==> src/rtl/ahb_cmd_sequencer_if.sv <==
// rtl/ahb_cmd_sequencer_if.sv - command/response streams plus AHB-lite master bus of the sequencer
interface ahb_cmd_sequencer_if #(
  parameter int ADDR_W = 32,
  parameter int DATA_W = 32
);
  logic              cmd_valid;
  logic              cmd_ready;
  logic              cmd_write;
  logic [ADDR_W-1:0] cmd_addr;
  logic [DATA_W-1:0] cmd_wdata;
  logic              rsp_valid;
  logic              rsp_ready;
  logic [DATA_W-1:0] rsp_rdata;
  logic              rsp_err;
  logic              rsp_write;
  logic [ADDR_W-1:0] Haddr;
  logic [1:0]        Htrans;
  logic              Hwrite;
  logic [DATA_W-1:0] Hwdata;
  logic              Hreadyout;
  logic [1:0]        Hresp;
  logic [DATA_W-1:0] Hrdata;

  modport master (
    input  cmd_valid, cmd_write, cmd_addr, cmd_wdata, rsp_ready,
    input  Hreadyout, Hresp, Hrdata,
    output cmd_ready, rsp_valid, rsp_rdata, rsp_err, rsp_write,
    output Haddr, Htrans, Hwrite, Hwdata
  );

  modport slave (
    output cmd_valid, cmd_write, cmd_addr, cmd_wdata, rsp_ready,
    output Hreadyout, Hresp, Hrdata,
    input  cmd_ready, rsp_valid, rsp_rdata, rsp_err, rsp_write,
    input  Haddr, Htrans, Hwrite, Hwdata
  );
endinterface

==> src/rtl/ahb_cmd_sequencer.sv <==
// rtl/ahb_cmd_sequencer.sv - AHB-lite master issuing queued single NONSEQ transfers with in-order responses
module ahb_cmd_sequencer #(
  parameter int ADDR_W  = 32,
  parameter int DATA_W  = 32,
  parameter int DEPTH   = 4,
  parameter int TIMEOUT = 64
) (
  input  logic                Hclk,
  input  logic                Hresetn,
  ahb_cmd_sequencer_if.master bus,
  input  logic                err_clr,
  output logic                timeout_err,
  output logic                busy
);
  localparam int PTR_W = (DEPTH > 1) ? $clog2(DEPTH) : 1;
  localparam int CNT_W = PTR_W + 1;
  localparam int TO_W  = $clog2(TIMEOUT + 1);
  localparam logic [CNT_W-1:0] FIFO_FULL  = CNT_W'(DEPTH);
  localparam logic [CNT_W:0]   CREDIT_MAX = (CNT_W + 1)'(DEPTH);
  localparam logic [TO_W-1:0]  TO_MAX     = TO_W'(TIMEOUT);
  localparam logic [TO_W-1:0]  TO_LAST    = TO_W'(TIMEOUT - 1);
  localparam logic [1:0] HTRANS_IDLE   = 2'b00;
  localparam logic [1:0] HTRANS_NONSEQ = 2'b10;
  localparam logic [1:0] HRESP_ERROR   = 2'b01;

  typedef enum logic [1:0] {
    DP_IDLE = 2'd0,
    DP_DATA = 2'd1,
    DP_ERR  = 2'd2
  } dp_state_t;

  logic [ADDR_W-1:0] r_cmd_addr  [DEPTH];
  logic [DATA_W-1:0] r_cmd_wdata [DEPTH];
  logic [DEPTH-1:0]  r_cmd_write;
  logic [PTR_W-1:0]  r_cmd_wr_ptr;
  logic [PTR_W-1:0]  r_cmd_rd_ptr;
  logic [CNT_W-1:0]  r_cmd_count;

  logic [DATA_W-1:0] r_rsp_rdata [DEPTH];
  logic [DEPTH-1:0]  r_rsp_err;
  logic [DEPTH-1:0]  r_rsp_write;
  logic [PTR_W-1:0]  r_rsp_wr_ptr;
  logic [PTR_W-1:0]  r_rsp_rd_ptr;
  logic [CNT_W-1:0]  r_rsp_count;

  dp_state_t         r_dp_state;
  dp_state_t         w_dp_next;
  logic              r_dph_write;
  logic [DATA_W-1:0] r_dph_wdata;
  logic [TO_W-1:0]   r_to_count;
  logic              r_timeout_err;

  logic              w_cmd_push;
  logic              w_head_valid;
  logic              w_dph_valid;
  logic              w_err_q;
  logic [CNT_W:0]    w_outstanding;
  logic              w_issue;
  logic              w_accept;
  logic              w_complete;
  logic              w_rsp_valid;
  logic              w_rsp_pop;
  logic              w_stall;

  assign w_cmd_push   = bus.cmd_valid && bus.cmd_ready;
  assign w_head_valid = (r_cmd_count != '0);
  assign w_rsp_valid  = (r_rsp_count != '0);
  assign w_rsp_pop    = w_rsp_valid && bus.rsp_ready;

  // Credit counts the in-flight data phase as well as queued responses, so the
  // response FIFO always has a slot for every transfer the bus has accepted.
  always_comb begin
    w_outstanding = {1'b0, r_rsp_count} + {{CNT_W{1'b0}}, w_dph_valid};
    w_issue       = w_head_valid && !w_err_q && (w_outstanding < CREDIT_MAX);
    w_accept      = w_issue && bus.Hreadyout;
    w_complete    = w_dph_valid && bus.Hreadyout;
    w_stall       = w_dph_valid && !bus.Hreadyout;
  end

  // Command FIFO
  always_ff @(posedge Hclk) begin
    if (w_cmd_push) begin
      r_cmd_addr[r_cmd_wr_ptr]  <= bus.cmd_addr;
      r_cmd_wdata[r_cmd_wr_ptr] <= bus.cmd_wdata;
    end
  end

  always_ff @(posedge Hclk or negedge Hresetn) begin
    if (!Hresetn) begin
      r_cmd_write  <= '0;
      r_cmd_wr_ptr <= '0;
      r_cmd_rd_ptr <= '0;
      r_cmd_count  <= '0;
    end else begin
      if (w_cmd_push) begin
        r_cmd_write[r_cmd_wr_ptr] <= bus.cmd_write;
        r_cmd_wr_ptr              <= r_cmd_wr_ptr + 1'b1;
      end
      if (w_accept) begin
        r_cmd_rd_ptr <= r_cmd_rd_ptr + 1'b1;
      end
      case ({w_cmd_push, w_accept})
        2'b10:   r_cmd_count <= r_cmd_count + 1'b1;
        2'b01:   r_cmd_count <= r_cmd_count - 1'b1;
        default: r_cmd_count <= r_cmd_count;
      endcase
    end
  end

  // Data-phase tracker: DP_ERR is the second cycle of a two-cycle ERROR,
  // during which the address phase is withdrawn.
  always_ff @(posedge Hclk or negedge Hresetn) begin
    if (!Hresetn) begin
      r_dp_state <= DP_IDLE;
    end else begin
      r_dp_state <= w_dp_next;
    end
  end

  always_comb begin
    w_dp_next   = r_dp_state;
    w_dph_valid = (r_dp_state != DP_IDLE);
    w_err_q     = (r_dp_state == DP_ERR);
    case (r_dp_state)
      DP_IDLE: begin
        if (w_accept) begin
          w_dp_next = DP_DATA;
        end
      end
      DP_DATA, DP_ERR: begin
        if (bus.Hreadyout) begin
          w_dp_next = w_accept ? DP_DATA : DP_IDLE;
        end else if (bus.Hresp == HRESP_ERROR) begin
          w_dp_next = DP_ERR;
        end else begin
          w_dp_next = DP_DATA;
        end
      end
      default: w_dp_next = DP_IDLE;
    endcase
  end

  always_ff @(posedge Hclk or negedge Hresetn) begin
    if (!Hresetn) begin
      r_dph_write <= 1'b0;
      r_dph_wdata <= '0;
    end else if (w_accept) begin
      r_dph_write <= r_cmd_write[r_cmd_rd_ptr];
      r_dph_wdata <= r_cmd_wdata[r_cmd_rd_ptr];
    end
  end

  // Response FIFO
  always_ff @(posedge Hclk) begin
    if (w_complete) begin
      r_rsp_rdata[r_rsp_wr_ptr] <= r_dph_write ? '0 : bus.Hrdata;
    end
  end

  always_ff @(posedge Hclk or negedge Hresetn) begin
    if (!Hresetn) begin
      r_rsp_err    <= '0;
      r_rsp_write  <= '0;
      r_rsp_wr_ptr <= '0;
      r_rsp_rd_ptr <= '0;
      r_rsp_count  <= '0;
    end else begin
      if (w_complete) begin
        r_rsp_err[r_rsp_wr_ptr]   <= (bus.Hresp == HRESP_ERROR);
        r_rsp_write[r_rsp_wr_ptr] <= r_dph_write;
        r_rsp_wr_ptr              <= r_rsp_wr_ptr + 1'b1;
      end
      if (w_rsp_pop) begin
        r_rsp_rd_ptr <= r_rsp_rd_ptr + 1'b1;
      end
      case ({w_complete, w_rsp_pop})
        2'b10:   r_rsp_count <= r_rsp_count + 1'b1;
        2'b01:   r_rsp_count <= r_rsp_count - 1'b1;
        default: r_rsp_count <= r_rsp_count;
      endcase
    end
  end

  // Hung-slave watchdog; err_clr wins over a same-cycle saturation.
  always_ff @(posedge Hclk or negedge Hresetn) begin
    if (!Hresetn) begin
      r_to_count    <= '0;
      r_timeout_err <= 1'b0;
    end else if (err_clr) begin
      r_to_count    <= '0;
      r_timeout_err <= 1'b0;
    end else if (w_stall) begin
      if (r_to_count != TO_MAX) begin
        r_to_count <= r_to_count + 1'b1;
      end
      if (r_to_count >= TO_LAST) begin
        r_timeout_err <= 1'b1;
      end
    end else begin
      r_to_count <= '0;
    end
  end

  assign bus.cmd_ready = (r_cmd_count != FIFO_FULL);
  assign bus.Htrans    = w_issue ? HTRANS_NONSEQ : HTRANS_IDLE;
  assign bus.Haddr     = w_issue ? r_cmd_addr[r_cmd_rd_ptr] : '0;
  assign bus.Hwrite    = w_issue && r_cmd_write[r_cmd_rd_ptr];
  assign bus.Hwdata    = (w_dph_valid && r_dph_write) ? r_dph_wdata : '0;
  assign bus.rsp_valid = w_rsp_valid;
  assign bus.rsp_rdata = w_rsp_valid ? r_rsp_rdata[r_rsp_rd_ptr] : '0;
  assign bus.rsp_err   = w_rsp_valid && r_rsp_err[r_rsp_rd_ptr];
  assign bus.rsp_write = w_rsp_valid && r_rsp_write[r_rsp_rd_ptr];
  assign timeout_err   = r_timeout_err;
  assign busy          = w_head_valid || w_dph_valid;
endmodule

==> src/flat_wrapper.sv <==
// flat-port wrapper written by rule: the top's interface ports become plain ports
module ahb_cmd_sequencer_flat 
#(
  parameter int ADDR_W  = 32,
  parameter int DATA_W  = 32,
  parameter int DEPTH   = 4,
  parameter int TIMEOUT = 64
)
  (Hclk, Hresetn, err_clr, timeout_err, busy, bus_cmd_valid, bus_cmd_write, bus_cmd_addr, bus_cmd_wdata, bus_rsp_ready, bus_Hreadyout, bus_Hresp, bus_Hrdata, bus_cmd_ready, bus_rsp_valid, bus_rsp_rdata, bus_rsp_err, bus_rsp_write, bus_Haddr, bus_Htrans, bus_Hwrite, bus_Hwdata);
  ahb_cmd_sequencer_if #(.ADDR_W(ADDR_W), .DATA_W(DATA_W)) bus_i ();
  input  logic Hclk;
  input  logic Hresetn;
  input  logic err_clr;
  output logic timeout_err;
  output logic busy;
  input wire logic [$bits(bus_i.cmd_valid)-1:0] bus_cmd_valid;
  input wire logic [$bits(bus_i.cmd_write)-1:0] bus_cmd_write;
  input wire logic [$bits(bus_i.cmd_addr)-1:0] bus_cmd_addr;
  input wire logic [$bits(bus_i.cmd_wdata)-1:0] bus_cmd_wdata;
  input wire logic [$bits(bus_i.rsp_ready)-1:0] bus_rsp_ready;
  input wire logic [$bits(bus_i.Hreadyout)-1:0] bus_Hreadyout;
  input wire logic [$bits(bus_i.Hresp)-1:0] bus_Hresp;
  input wire logic [$bits(bus_i.Hrdata)-1:0] bus_Hrdata;
  output wire logic [$bits(bus_i.cmd_ready)-1:0] bus_cmd_ready;
  output wire logic [$bits(bus_i.rsp_valid)-1:0] bus_rsp_valid;
  output wire logic [$bits(bus_i.rsp_rdata)-1:0] bus_rsp_rdata;
  output wire logic [$bits(bus_i.rsp_err)-1:0] bus_rsp_err;
  output wire logic [$bits(bus_i.rsp_write)-1:0] bus_rsp_write;
  output wire logic [$bits(bus_i.Haddr)-1:0] bus_Haddr;
  output wire logic [$bits(bus_i.Htrans)-1:0] bus_Htrans;
  output wire logic [$bits(bus_i.Hwrite)-1:0] bus_Hwrite;
  output wire logic [$bits(bus_i.Hwdata)-1:0] bus_Hwdata;
  assign bus_i.cmd_valid = bus_cmd_valid;
  assign bus_i.cmd_write = bus_cmd_write;
  assign bus_i.cmd_addr = bus_cmd_addr;
  assign bus_i.cmd_wdata = bus_cmd_wdata;
  assign bus_i.rsp_ready = bus_rsp_ready;
  assign bus_i.Hreadyout = bus_Hreadyout;
  assign bus_i.Hresp = bus_Hresp;
  assign bus_i.Hrdata = bus_Hrdata;
  assign bus_cmd_ready = bus_i.cmd_ready;
  assign bus_rsp_valid = bus_i.rsp_valid;
  assign bus_rsp_rdata = bus_i.rsp_rdata;
  assign bus_rsp_err = bus_i.rsp_err;
  assign bus_rsp_write = bus_i.rsp_write;
  assign bus_Haddr = bus_i.Haddr;
  assign bus_Htrans = bus_i.Htrans;
  assign bus_Hwrite = bus_i.Hwrite;
  assign bus_Hwdata = bus_i.Hwdata;
  ahb_cmd_sequencer #(.ADDR_W(ADDR_W), .DATA_W(DATA_W), .DEPTH(DEPTH), .TIMEOUT(TIMEOUT)) u_core (.Hclk(Hclk), .Hresetn(Hresetn), .bus(bus_i), .err_clr(err_clr), .timeout_err(timeout_err), .busy(busy));
endmodule
==> config.mk <==
export PLATFORM = sky130hd
export DESIGN_NAME = ahb_cmd_sequencer_flat
export DESIGN_NICKNAME = d
export VERILOG_FILES = /design/src/rtl/ahb_cmd_sequencer_if.sv /design/src/rtl/ahb_cmd_sequencer.sv /design/src/flat_wrapper.sv
export SDC_FILE = /design/constraint.sdc
export NUM_CORES = 1
export LEC_CHECK = 0
export CAP_MARGIN = 20
export CORE_AREA = 2 2 180 182
export CTS_BUF_LIST = sky130_fd_sc_hd__clkbuf_8
export CTS_CLUSTER_DIAMETER = 60
export DETAILED_ROUTE_END_ITERATION = 6
export DIE_AREA = 0 0 182 184
export GPL_TIMING_DRIVEN = 0
export PLACE_DENSITY = 0.8
export REMOVE_ABC_BUFFERS = 1
export SLEW_MARGIN = 40
export SYNTH_ARGS = -nofsm -noshare
export SYNTH_HDL_FRONTEND = slang
export SYNTH_SLANG_ARGS = --single-unit
==> constraint.sdc <==
create_clock -name Hclk -period 3 [get_ports Hclk]
set_clock_uncertainty 0.1 [all_clocks]
set_input_delay 0.6 -clock Hclk [delete_from_list [all_inputs] [get_ports Hclk]]
set_output_delay 0.6 -clock Hclk [all_outputs]
set_load 0.02 [all_outputs]
# [Yosys cells after proc, flatten, opt, wreduce, memory -nomap -nowiden]
# Memories as Yosys holds them, arrays and structs flattened. A register that Yosys moved wholly into a read port is not among the register bits.
# Index checks and enable logic that the tools add are counted.
[word_totals] inputBits=105 ff_bits=37 memories=3 word_cells=107 out_inout_bits=105 ram_bits=384
[memory_table] name="u_core.r_cmd_addr" words=4 width=32 read_ports=1 rd_clocked_by_memory_dff=0 write_ports=1 line="ahb_cmd_sequencer.sv:32" source="logic [ADDR_W-1:0] r_cmd_addr [DEPTH];"
[memory_table] name="u_core.r_cmd_wdata" words=4 width=32 read_ports=1 rd_clocked_by_memory_dff=1 write_ports=1 line="ahb_cmd_sequencer.sv:33" source="logic [DATA_W-1:0] r_cmd_wdata [DEPTH];"
[memory_table] name="u_core.r_rsp_rdata" words=4 width=32 read_ports=1 rd_clocked_by_memory_dff=0 write_ports=1 line="ahb_cmd_sequencer.sv:39" source="logic [DATA_W-1:0] r_rsp_rdata [DEPTH];"
[classes] addsub=10 muxes=35 magnitude_cmp=8 n_reduce_logical=27 n_eq_ne=11
[ops] operator="2-to-1 mux 32 bit" count=4
[ops] operator="2-to-1 mux 7 bit" count=3
[ops] operator="logical AND 1 bit" count=13
[ops] operator="2-to-1 mux 1 bit" count=13
[ops] operator="bitwise mux 4 bit" count=3
[ops] operator="less-than comparator 2 x 3 -> 1 bit, second input constant" count=4
[ops] operator="one-hot mux 3 bit (2 select lines)" count=2
[ops] operator="nonzero test 2 bit" count=5
[ops] operator="adder 2 x 1 -> 2 bit, second input constant" count=4
[ops] operator="== test 2 x 1 -> 1 bit, second input constant" count=4
[ops] operator="2-to-1 mux 2 bit" count=4
[ops] operator="adder 7 x 1 -> 7 bit, second input constant" count=1
[ops] operator=">= comparator 7 x 6 -> 1 bit, second input constant" count=1
[ops] operator="!= test 7 bit, second input constant" count=1
[ops] operator="adder 3 x 1 -> 3 bit, second input constant" count=2
[ops] operator="binary-select mux 1 bit (select 2 bit)" count=3
[ops] operator="== test 2 bit, second input constant" count=3
[ops] operator="!= test 3 bit, second input constant" count=2
[ops] operator="nonzero test 3 bit" count=2
[ops] operator="subtractor 3 x 1 -> 3 bit, second input constant" count=2
[ops] operator="adder 3 x 1 -> 4 bit" count=1
[ops] operator="demux 1 bit (select 2 bit)" count=2
[ops] operator=">= comparator 2 x 1 -> 1 bit, second input constant" count=2
[ops] operator="less-than comparator 4 x 3 -> 1 bit, second input constant" count=1
[ops] operator="7 further kinds" count=9

# [Longest topological paths before layout]
[logic_depth] depth_word=8 ltp_mapped=11 mapped_depth_nobuf=10

# [Worst setup path before layout]
# OpenSTA, ideal clock, no wires.
[synth_path] path_kind="input to register" from="input bus_Hreadyout" to="register u_core.r_cmd_count[1]" setup_time_ps=125 arrival_ps=2224 cell_stages=8 setup_slack_ps=551 path_cell_list="buf_6 -> nor3b_4 -> nand3_4 -> buf_12 -> inv_1 -> ha_1 -> fa_1 -> mux2_2"
[synth_via] elab_chain_len=3 elab_cells_between_ends=5 cone_classes="eq/ne: 2; mux: 1; reduce/logical: 2"
[synth_lines] element="start, declared" line="flat_wrapper.sv:21" source="input wire logic [$bits(bus_i.Hreadyout)-1:0] bus_Hreadyout;"
[synth_lines] element="logical AND 1 bit (*)" line="ahb_cmd_sequencer.sv:75" source="w_accept = w_issue && bus.Hreadyout;"
[synth_lines] element="via u_core.w_accept" line="ahb_cmd_sequencer.sv:59" source="logic w_accept;"
[synth_lines] element="== test 2 x 1 -> 1 bit or == test 2 bit (tied branches)" line="ahb_cmd_sequencer.sv:102" source="case ({w_cmd_push, w_accept})"
[synth_lines] element="one-hot mux 3 bit (2 select lines) or nonzero test 2 bit (tied branches)"
[synth_lines] element="end signal, assigned" line="ahb_cmd_sequencer.sv:103" source="2'b10: r_cmd_count <= r_cmd_count + 1'b1;"
[synth_lines] element="end signal, assigned" line="ahb_cmd_sequencer.sv:104" source="2'b01: r_cmd_count <= r_cmd_count - 1'b1;"
[synth_lines] element="end signal, assigned" line="ahb_cmd_sequencer.sv:105" source="default: r_cmd_count <= r_cmd_count;"
[synth_lines] element="end, declared" line="ahb_cmd_sequencer.sv:37" source="logic [CNT_W-1:0] r_cmd_count;"
# The timed path passes the listed nets; every way through them passes the cells marked *.
# A chain may end at the register's enable or synchronous reset.

# [Worst setup path after layout]
[layout_path] from="register u_core.r_rsp_rd_ptr[0]" to="output bus_rsp_rdata[26]"
[layout_via] elab_chain_len=2
[layout_lines] element="start, declared" line="ahb_cmd_sequencer.sv:43" source="logic [PTR_W-1:0] r_rsp_rd_ptr;"
[layout_lines] element="start signal, assigned" line="ahb_cmd_sequencer.sv:174" source="r_rsp_rd_ptr <= r_rsp_rd_ptr + 1'b1;"
[layout_lines] element="memory read (4 x 32 bit)"
[layout_lines] element="2-to-1 mux 32 bit" line="ahb_cmd_sequencer.sv:210" source="assign bus.rsp_rdata = w_rsp_valid ? r_rsp_rdata[r_rsp_rd_ptr] : '0;"
[layout_lines] element="end, declared" line="flat_wrapper.sv:26" source="output wire logic [$bits(bus_i.rsp_rdata)-1:0] bus_rsp_rdata;"
# Every way passes these cells.

==> summary.txt <==
Run status
  • Status: finished, final reports clean

Clock tree
  • Clock Latency Late Sink: 570 ps
  • CTS tree: built
  • H-tree Lvls: 3
  • CTS root buf: clkbuf_8
  • CTS buffer count: 72
  • Clock Sinks: 453
  • Clk slew on worst S/H paths: 60 ps
  • CTS Buffer Depth: 3

Route
  • Drc violations: 0
  • WL/cell: 22.7 µm
  • Routed wl met3: 2.95 mm
  • Met2 routed WL: 19.1 mm
  • 1st-iter DRT viols: 641
  • Total wire length: 37.2 mm
  • Vias per cell: 5.59
  • Pre-antenna DRT Iters: 5
  • Metal-1 WL: 14.6 mm
  • Top sig layer: met5
  • Via count: 9190
  • Detail Route Antenna Nets: 0

Placed design
  • IO buf count: 208
  • Dpl ws: -672 ps
  • Gpl congestion: 0.718
  • Placed Instance Area: 20800 µm²
  • DP Wirelength: 21.9 mm

Timing
  • Fmax: 341 MHz
  • Crit path setup slack, layout: 69.7 ps
  • Final worst path period share: 97.7%
  • Unrepaired setup endpoints after global routing: yes
  • Slew headroom: 45.7%
  • Slew Limit Fails: 0
  • Final min period: 2930 ps
  • Measured slew at the worst slew-check pin: 813 ps
  • Setup violators final: 0
  • Hold Vio Cnt, Final: 0

Synth
  • Dominant synthesized flop cell: edfxtp_1
  • Cell taking the most area after synthesis: edfxtp_1
  • Count leader, synth: edfxtp_1
  • Cell Area, Synth: 18200 µm²
  • Synth Warn #: 0
  • Sequential fraction of the synthesis area: 73.0%
  • Mapped Cells: 905
  • EDFF count, synth: 384
  • Share of the synthesized area in the top cell type: 63.5%
  • Unique cell type count in the Yosys netlist: 44
  • Area contributors post-synth: edfxtp_1, mux4_2, dfrtp_1, mux2_4, nor2b_1
  • Async SR Flop Fraction: 15.2%
  • Synth cell count leaders: edfxtp_1, mux4_2, dfrtp_1, nor2b_1, and2_1
  • FF+latch count, synth: 453
  • Syn Area/Cell: 20.1 µm²

Power
  • Net load switching power: 7.32 mW
  • Logic pwr share: 39.3%
  • Leakage power: 8.24 nW
  • Reg power frac: 40.0%
  • P_int: 15.1 mW
  • Max VDD drop: 0.000572 V
  • Sw Share: 32.6%
  • Clock Power Share: 20.7%
  • Final Total Pwr: 22.4 mW
  • Pwr dens: 1000 nW/µm²

Finish
  • Final instance area: 22400 µm²
  • NumNets Final: 1308
  • Multi-input logic area: 4600 µm²
  • FF+latch area: 13300 µm²
  • Fillers: 1929
  • Layout area overhead: 23.2%
  • Layout cells sized above 1: 27.3%

Flow run
  • Max cap viols: 0

Die
  • Die area: 33500 µm²
  • Die Wd: 182 µm
  • Die H: 184 µm
  • # IOs: 210
  • Initial Utilization: 57.8%
  • FP Rows: 65
  • Placeable Area: 31400 µm²

GRT
  • Vias in the first global route: 10100
  • Gr usage total: 22.7%
  • Largest net degree at the start of global routing: 44
  • Gr ovfl total: 0
  • Initial antenna violation count: 2
  • First-pass GRT wire length: 56.9 mm

Min path
  • Hold Path Class: primary input to asynchronous set/reset pin

Setup path
  • CP Max Fanout: 11
  • Startpoint types: flop
  • Critical path endpoint category: output port
  • Worst EP arrival: 2230 ps
  • Critical path class: flop to output port
  • Flop2flop setup slack: 460 ps
  • Req. time, crit path: 2300 ps
[layout make-up]
type,count,area share [%]
antenna,1,0.0112
clock buffer,75,4.61
clock inverter,53,1.07
inverter,20,0.341
multi-input combinational,387,20.6
sequential,453,59.4
tap,402,2.25
timing repair buffer,252,11.8
[path summary, 6_finish.rpt]
path                                               startpoint                                 end  cells after the start
max                        u_core.r_rsp_rd_ptr[0]$_DFFE_PN0P_                   bus_rsp_rdata[26]                      4
min reg2reg                   u_core.r_rsp_err[0]$_DFFE_PN0P_     u_core.r_rsp_err[0]$_DFFE_PN0P_                      2
min                                                   Hresetn   u_core.r_dph_wdata[1]$_DFFE_PN0P_                      2
max in group asynchronous                             Hresetn  u_core.r_rsp_rd_ptr[1]$_DFFE_PN0P_                      3
max reg2reg                  u_core.r_dp_state[0]$_DFFE_PN0P_   u_core.r_dph_wdata[9]$_DFFE_PN0P_                      5
min in group Hclk             u_core.r_rsp_err[0]$_DFFE_PN0P_     u_core.r_rsp_err[0]$_DFFE_PN0P_                      2
[flip-flops by register name, indices dropped and copies added (netlist names), 3 cells and up]
signal,count
u_core.r_cmd_addr,128
u_core.r_dph_wdata,32
u_core.r_rsp_err,4
u_core.r_rsp_rdata,128
u_core.r_cmd_count,3
u_core.r_rsp_write,4
u_core.r_rsp_count,3
u_core.r_cmd_write,4
u_core.r_to_count,7
u_core.r_cmd_wdata,128
[cells by family after synthesis]
kind of cell	count (synthesis)	synth area share, %
xor+xnor	14	0.675
other cells	1	0.0207
flops	453	73.0
compound gates	22	0.737
buf+inv	67	2.11
mux	142	15.6
simple gates	189	6.58
fa+ha+maj	17	1.25
[metrics by stage]
step / hold slack (ps) / TNS, ps / util (%) / instances
2_1_floorplan: 204 / -67100 / - / 858
3_3_place_gp: 358 / -394560 / 65.1 / 1468
3_5_place_dp: 371 / -17690 / 66.3 / 1484
4_1_cts: 338 / -152 / 71.6 / 1638
5_1_grt: 387 / -1.88 / 71.2 / 1642
6_report: 386 / 0 / 71.3 / 1643
[critical path, stage by stage, from the launching register on]
cell and delay (ps):
dfrtp_4 490, clkbuf_16 220, mux4_2 490, and2_1 160, dlygate4sd2_1 340
[cell usage in the layout, fill, tap and decap left out, drive strengths merged, types with 5 or more instances in the layout]
cell / synthesis / final
edfxtp: 384 / 384
clkdlybuf4s50: 0 / 107
mux4: 99 / 99
clkbuf: 19 / 94
nor2b: 69 / 69
dfrtp: 69 / 69
and2: 68 / 68
buf: 28 / 60
dlygate4sd2: 0 / 53
inv: 20 / 46
mux2: 43 / 43
clkinv: 0 / 25
ha: 15 / 15
nand2: 12 / 12
clkdlybuf4s15: 0 / 11
o21ai: 10 / 10
xnor2: 8 / 8
nand3: 6 / 8
nor2: 7 / 7
xor2: 6 / 6
nand3b: 5 / 5
or3: 5 / 5
[power groups by stage]
stage                     clock (mW)  sequential [mW]  combinational [mW]
final                           4.64             8.96                8.82
after global routing            5.04             9.08                9.45
after CTS                       4.76             8.95                9.00
after detailed placement           0             9.37                8.36
after global placement             0             9.73                7.48
after floorplan                    0             9.36                4.94
[repair_timing]
action | CTS | global route
hold endpoints to repair | 26 | 0
resized for setup | 169 | 57
hold buffers | 1 | 0
cloned | 4 | 1
endpoints found under the setup margin | 103 | 61
pin swaps | 4 | 1
buffers inserted | 21 | 3
[per-layer routing]
| metal | track usage (%) | vias to the layer above |
|---|---|---|
| met3 | 7.07 | 48 |
| li1 | - | 4100 |
| met2 | 39.0 | 301 |
| met4 | 5.74 | 2 |
| met1 | 28.6 | 4739 |
| met5 | 0 | - |
Power figures use the tool's default switching activity.
